### src/rtl/uart_tx_fifo.sv
// Buffered 8N1 UART transmitter: valid/ready byte stream into a small FIFO,
// serialized LSB-first on ser_tx with a programmable, per-frame latched bit period.
//
// state | meaning
// IDLE  | line high, waiting for a queued byte
// START | start bit (low) for P cycles
// DATA  | eight data bits, LSB first, P cycles each
// STOP  | stop bit (high) for P cycles, then chain to next frame or idle
module uart_tx_fifo #(
  parameter int DEPTH       = 4,
  parameter int DEFAULT_DIV = 106
) (
  input  logic                     clk,
  input  logic                     reset,
  input  logic                     cfg_div_we,
  input  logic [31:0]              cfg_div_di,
  output logic [31:0]              cfg_div_do,
  input  logic                     in_valid,
  output logic                     in_ready,
  input  logic [7:0]               in_data,
  output logic                     ser_tx,
  output logic                     busy,
  output logic [$clog2(DEPTH):0]   fifo_level
);

  localparam int AW = $clog2(DEPTH);
  localparam logic [AW:0] FULL = (AW+1)'(DEPTH);

  typedef enum logic [1:0] {IDLE, START, DATA, STOP} state_t;

  state_t        state_q, state_next;
  logic [7:0]    mem [DEPTH];
  logic [AW-1:0] wr_ptr, rd_ptr;
  logic [AW:0]   level_q;
  logic [31:0]   div_q, per_q, cnt_q, per_new;
  logic [7:0]    shreg_q;
  logic [2:0]    bit_idx_q;
  logic          tx_q, tx_next;
  logic          push, pop, tc, shift_en, last_bit, have_data;

  assign per_new   = (div_q < 32'd2) ? 32'd2 : div_q;
  assign in_ready  = (level_q != FULL);
  assign push      = in_valid && in_ready;
  assign have_data = (level_q != '0);
  assign tc        = (cnt_q == 32'd0);

  assign ser_tx     = tx_q;
  assign busy       = (state_q != IDLE) || have_data;
  assign fifo_level = level_q;
  assign cfg_div_do = div_q;

  always_ff @(posedge clk) begin
    if (reset) state_q <= IDLE;
    else       state_q <= state_next;
  end

  always_comb begin
    state_next = state_q;
    case (state_q)
      IDLE:  if (have_data) state_next = START;
      START: if (tc) state_next = DATA;
      DATA:  if (tc && bit_idx_q == 3'd7) state_next = STOP;
      STOP:  if (tc) state_next = have_data ? START : IDLE;
      default: state_next = IDLE;
    endcase
  end

  always_comb begin
    pop      = have_data && ((state_q == IDLE) || (state_q == STOP && tc));
    shift_en = tc && ((state_q == START) || (state_q == DATA && bit_idx_q != 3'd7));
    last_bit = tc && (state_q == DATA) && (bit_idx_q == 3'd7);
    tx_next  = tx_q;
    if (pop)           tx_next = 1'b0;
    else if (shift_en) tx_next = shreg_q[0];
    else if (last_bit) tx_next = 1'b1;
  end

  always_ff @(posedge clk) begin
    if (push) mem[wr_ptr] <= in_data;
  end

  always_ff @(posedge clk) begin
    if (reset) begin
      div_q     <= 32'(DEFAULT_DIV);
      wr_ptr    <= '0;
      rd_ptr    <= '0;
      level_q   <= '0;
      per_q     <= 32'd2;
      cnt_q     <= 32'd0;
      shreg_q   <= 8'd0;
      bit_idx_q <= 3'd0;
      tx_q      <= 1'b1;
    end else begin
      tx_q <= tx_next;
      if (cfg_div_we) div_q <= cfg_div_di;
      if (push) wr_ptr <= wr_ptr + 1'b1;
      if (pop)  rd_ptr <= rd_ptr + 1'b1;
      case ({push, pop})
        2'b10:   level_q <= level_q + 1'b1;
        2'b01:   level_q <= level_q - 1'b1;
        default: level_q <= level_q;
      endcase
      // Period is captured at every start bit so a divider write never disturbs a live frame.
      if (pop) begin
        per_q     <= per_new;
        cnt_q     <= per_new - 32'd1;
        shreg_q   <= mem[rd_ptr];
        bit_idx_q <= 3'd0;
      end else if (state_q != IDLE) begin
        cnt_q <= tc ? per_q - 32'd1 : cnt_q - 32'd1;
        if (shift_en) begin
          shreg_q <= shreg_q >> 1;
          if (state_q == DATA) bit_idx_q <= bit_idx_q + 3'd1;
        end
      end
    end
  end

endmodule

### config.mk
export PLATFORM = sky130hd
export DESIGN_NAME = uart_tx_fifo
export DESIGN_NICKNAME = d
export VERILOG_FILES = /design/src/rtl/uart_tx_fifo.sv
export SDC_FILE = /design/constraint.sdc
export NUM_CORES = 1
export LEC_CHECK = 0
export CAP_MARGIN = 15
export CORE_ASPECT_RATIO = 1.5
export CORE_MARGIN = 3
export CORE_UTILIZATION = 55
export CTS_CLUSTER_DIAMETER = 40
export DETAILED_ROUTE_END_ITERATION = 16
export GPL_ROUTABILITY_DRIVEN = 0
export PLACE_DENSITY = 0.78
export SETUP_SLACK_MARGIN = 0.4
export SYNTH_ARGS = -nofsm -noshare
export SYNTH_HDL_FRONTEND = slang
export SYNTH_SLANG_ARGS = --single-unit
export TNS_END_PERCENT = 30
### constraint.sdc
create_clock -name clk -period 9.8 [get_ports clk]
set_input_delay 2.94 -clock clk [delete_from_list [all_inputs] [get_ports clk]]
set_output_delay 2.94 -clock clk [all_outputs]
set_load 0.005 [all_outputs]
## Word-level counts from Yosys, hierarchy flattened

Memories as Yosys holds them, arrays and structs flattened. A register that Yosys moved wholly into a read port is not among the register bits.
Index checks and enable logic that the tools add are counted.
W data, S select, Z words.

| word-level totals | value |
|---|---|
| bits in writable memories | 32 |
| input bits | 44 |
| register bits after elaboration | 117 |
| output and inout bits | 38 |
| word-level logic and storage cells | 76 |
| memories | 1 |

Memory list:

| memory | words | width | read ports | clocked after Yosys merged registers in | write ports | line | RTL |
|---|---|---|---|---|---|---|---|
| mem | 4 | 8 | 1 | 1 | 1 | 32 | `logic [7:0] mem [DEPTH];` |

| operators by class | value |
|---|---|
| mux-type cells | 21 |
| $lt $le $gt $ge | 1 |
| equal/unequal tests | 12 |
| reductions and logical operators | 23 |
| add/sub/neg operators | 8 |

Operators by type and width:

| kind | number |
|---|---|
| $mux W32 | 4 |
| $sub A32 B1 Y32 const B | 3 |
| $logic_not A32 Y1 | 1 |
| $lt A32 B2 Y1 const B | 1 |
| $mux W8 | 3 |
| $mux W2 | 6 |
| $logic_and A1 B1 Y1 | 8 |
| $ne A2 B2 Y1 const B | 4 |
| $pmux W2 S4 | 1 |
| $reduce_bool A2 Y1 | 4 |
| $add A3 B1 Y3 const B | 2 |
| $eq A2 B2 Y1 const B | 3 |
| $mux W1 | 6 |
| $ne A3 B3 Y1 const B | 2 |
| $pmux W3 S2 | 1 |
| $reduce_bool A3 Y1 | 2 |
| $add A2 B1 Y2 const B | 2 |
| $eq A2 B1 Y1 const B | 2 |
| $reduce_and A4 Y1 | 1 |
| $eq A3 B3 Y1 const B | 1 |
| $logic_or A1 B1 Y1 | 3 |
| $reduce_and A3 Y1 | 1 |
| $sub A3 B1 Y3 const B | 1 |
| $logic_not A2 Y1 | 1 |
| other kinds (2) | 2 |

## Longest topological paths before layout

| logic depth | value |
|---|---|
| depth after elaboration | 7 |
| mapped depth | 17 |
| depth with buffers taken out | 12 |

## Worst setup path before layout

Ideal clock, no wire load.

| timing path | value |
|---|---|
| path kind | input port to flip-flop |
| start point | input port in_valid |
| end point | register level_q[2], in the netlist fifo_level[2] |
| path buffers | 0 |
| arrival time | 4307 ps |
| data required time | 9730 ps |
| stages on the path | 8 |
| setup time | 70 ps |
| path slack | 5422 ps |
| cell sequence | and2_1 > inv_1 > ha_1 > inv_1 > fa_1 > xor2_1 > or3_1 > a21oi_1 |

| on the way | value |
|---|---|
| word-level cells in the longest chain between the ends | 3 |
| elaborated cells on any way between the ends | 5 |
| those cells by class | eq/ne (2); mux (1); reduce/logical (2) |

RTL lines:

| what | line | RTL |
|---|---|---|
| start: declaration | 18 | `input logic in_valid,` |
| $logic_and A1 B1 Y1 (*) | 43 | `assign push = in_valid && in_ready;` |
| $eq A2 B1 Y1 or $eq A2 B2 Y1 (tied branches) | 98 | `case ({push, pop})` |
| $pmux W3 S2 or $reduce_bool A2 Y1 (tied branches) | -- |  |
| end signal: assignment | 99 | `2'b10: level_q <= level_q + 1'b1;` |
| end signal: assignment | 100 | `2'b01: level_q <= level_q - 1'b1;` |
| end signal: assignment | 101 | `default: level_q <= level_q;` |
| end: declaration | 34 | `logic [AW:0] level_q;` |

Mark *: on every way between the ends. The rest lies on a longest branch, timed or not.
A chain may end at the register's enable or synchronous reset.

## Worst setup path after layout

| timing path | value |
|---|---|
| start point | register state_q[1] |
| end point | output port busy |

| on the way | value |
|---|---|
| word-level cells in the longest chain between the ends | 2 |

RTL lines:

| what | line | RTL |
|---|---|---|
| start: declaration | 31 | `state_t state_q, state_next;` |
| start signal: assignment | 54 | `else state_q <= state_next;` |
| $reduce_bool A2 Y1 | 48 | `assign busy = (state_q != IDLE) \|\| have_data;` |
| $logic_or A1 B1 Y1 | 48 |  |
| end: declaration | 22 | `output logic busy,` |

Every way passes these cells.

==> impl_metrics.csv <==
group,metric,value,unit
outcome,status,"finished, final reports clean",
synth,synth_nets,848,
sta,rsz0062_at_grt,"no",
routing,first_iter_violations,637,
cts,post_cts_buffers,0,
power,pwr-share-seq,30.3,%
cells_and_area,seq_area,3340,um^2
cells_and_area,fill_cells,997,
global_route,use_met2,46.9,%
synth,ys.flop_type,"dfxtp_1",
floorplanning,initial_utilization,57.4,%
setup_path,cp_max_fo,33,
run,cap_violations,0,
synth,yosys.area_share.xor_xnor,1.92,%
hold_path,hp-class,"flop to flop",
synth,yosysMostFrequentCell,"dfxtp_1",
setup_path,start_kind,"flop",
cells_and_area,finalNetCount,906,
cells_and_area,fin_area,8740,um^2
routing,first_pass_iters,7,
synth,ys_ff_latch,151,
sta,max_slew.worst_pin.slew,1.13,ns
sta,layout_min_cycle_time,5.51,ns
floorplanning,die_h,147,um
cells_and_area,synthToLayoutAreaGrowth,19.8,%
synth,yosys.area.top_type,"dfxtp_1",
global_route,grt_max_degree,119,
cells_and_area,diodes,0,
synth,synthTopCellsByCount,"119 x dfxtp_1, 105 x nand2_1, 93 x nor2_1, 54 x a21oi_1, 33 x mux2i_1",
cts,cts_buffers,17,
cts,path_clk_slew,0.07,ns
synth,synthAdderAreaFrac,2.50,%
synth,synth_cell_types,67,
setup_path,cp_data_required_time,6.86,ns
synth,ys_warn_count,0,
routing,drc,0,
power,ir_drop,0.000176,V
floorplanning,core-area,12700,um^2
synth,yosys.area_share.simple,22.5,%
synth,synth_top_area_share,32.7,%
cells_and_area,fin_util,68.8,%
floorplanning,die_w,100,um
floorplanning,num_rows,50,
cts,hold_buffers,0,
sta,period_share,56.2,%
synth,syn_inst,790,
routing,via_per_inst,6.37,
sta,finalHoldViolCount,0,
routing,ant_nets,0,
synth,synth_area,7290,um^2
cts,cts_tree,"yes",
global_route,grt-ovfl-total,0,
cts,clock_latency,0.42,ns
cells_and_area,multi_input_area,3660,um^2
synth,synthTopCellsByArea,"dfxtp_1 33%, edfxtp_1 13%, nand2_1 5.4%",
placed_design,dpl.hpwl,13700,um
global_route,met1_usage,33.1,%
global_route,busiest_layer,"met2",
sta,clock_skew,0.00707,ns
sta,finalSetupViolations,0,
global_route,grt_pass1_wl,32800,um
sta,relSlewSlack,24.7,%
routing,routed_wl,20200,um
sta,slew_violations,0,
power,p_int,1.57,mW
synth,synth-compound-area-share,16.2,%
sta,fmax,182,MHz
cts,h-tree-depth,4,
placed_design,placed_area,8120,um^2
synth,synth_top_family_by_area,"simple AND/OR/NAND/NOR gates",
global_route,grtUsageTotal,27.9,%
setup_path,path_class,"flop to primary output",
synth,async_flop_share,0,%
synth,synth_edf_count,32,
cts,clock-sinks,151,
cts,cts.repair.resized,0,
power,p_comb_share,47.2,%
synth,synthMuxAreaShare,7.00,%
synth,syn_area_per_cell,9.23,um^2
placed_design,io_buffers,81,
global_route,grt_pass1_vias,6528,
setup_path,cp.arrival,2.57,ns
synth,yosysSeqAreaShare,45.8,%
cts,clk_path_buf_depth,2,
cts,root_buffer,"clkbuf_16",
setup_path,end_kind,"primary output",
power,switchingPower,1.26,mW
floorplanning,io_pins,82,
global_route,antenna_found_initial,0,
sta,fin_tns_setup,0,ns
power,p_leak,3.17,nW
global_route,met3_usage,5.70,%
power,swShare,44.4,%
cells_and_area,layout-drive-gt1-share,7.78,%
routing,post_drt_wl_per_cell,19.9,um
routing,vias,6481,
power,power_frac_clock,22.5,%
floorplanning,die-area,14700,um^2
power,power_density,324,nW/um^2
[registers in the layout, summed over array words and instances (netlist names), named ones only]
name	flops
cfg_div_do	32
ser_tx	1
fifo_level	3
bit_idx_q	3
rd_ptr	2
cnt_q	32
wr_ptr	2
per_q	32
shreg_q	8
mem	32
state_q	2
[stage by stage]
stage	std cells	hold WS, ns	worst slack, ns	total power, mW
after floorplan	790	0.432	5.42	1.82
after global placement	983	0.441	4.85	2.11
after detailed placement	983	0.448	4.76	2.15
after CTS	1015	0.456	4.30	2.80
after global routing	1017	0.479	4.19	3.00
final	1017	0.457	4.29	2.83
[critical path, stage by stage (launching register included)]
cell and delay (ns):
dfxtp_1 0.41, inv_1 0.11, ha_1 0.24, and2_1 0.15, buf_4 0.23, inv_1 0.08, buf_4 0.33, clkdlybuf4s50_1 0.58
[cell type report]
type | instances | share of cell area (%)
multi-input combinational | 570 | 41.9
clock inverter | 15 | 1.78
inverter | 18 | 0.802
timing repair buffer | 90 | 10.2
clock buffer | 17 | 4.87
sequential | 151 | 38.3
tap | 156 | 2.23
[layer usage]
metal	vias up	wire (um)
met5	-	0
met4	0	1010
met3	78	1450
met2	325	10200
met1	3069	7570
li1	3009	-
[placed cells by master (no fill, tap or decap), types with 8 or more instances in the layout]
cell             synthesis  routed
o211ai_1                 9       9
edfxtp_1                32      32
nor4_1                  15      15
ha_1                    13      13
nand3_1                 17      17
buf_4                    2       9
xor2_1                   9       9
clkbuf_16                0      17
dfxtp_1                119     119
and2_1                   9       9
nor2_1                  93      93
clkdlybuf4s50_1          0      79
inv_1                   17      17
mux4_2                   8       8
a211o_1                  8       8
a21oi_1                 54      54
nand3b_1                13      13
nand2_1                105     105
o21ai_0                 25      25
nor3_1                  22      22
nand4_1                 12      12
a311oi_1                 9       9
mux2i_1                 33      33
a211oi_1                 8       8
[kinds of logic after synthesis]
family	count (synthesis)
flops	151
compound gates	169
fa+ha+maj	14
mux	41
buf+inv	69
simple gates	330
xor+xnor	16
[power by group through the flow]
stage                     Sequential [mW]  Combinational, mW  Clock [mW]
final                               0.857               1.34       0.636
after global routing                0.869               1.46       0.669
after CTS                           0.853               1.30       0.641
after detailed placement            0.865               1.29           0
after global placement              0.859               1.25           0
after floorplan                     0.824               1.00           0
[final timing paths]
| path | start | endpoint | slack (ns) | depth (start not counted) |
|---|---|---|---|---|
| setup / recovery | state_q[1] | busy | 4.29 | 7 |
| hold / removal | per_q[28] | per_q[28] | 0.46 | 2 |
| setup reg to reg | cnt_q[0] | cnt_q[24] | 5.29 | 12 |
| hold reg to reg | per_q[28] | per_q[28] | 0.46 | 2 |
(Power assumes the default switching activity.)
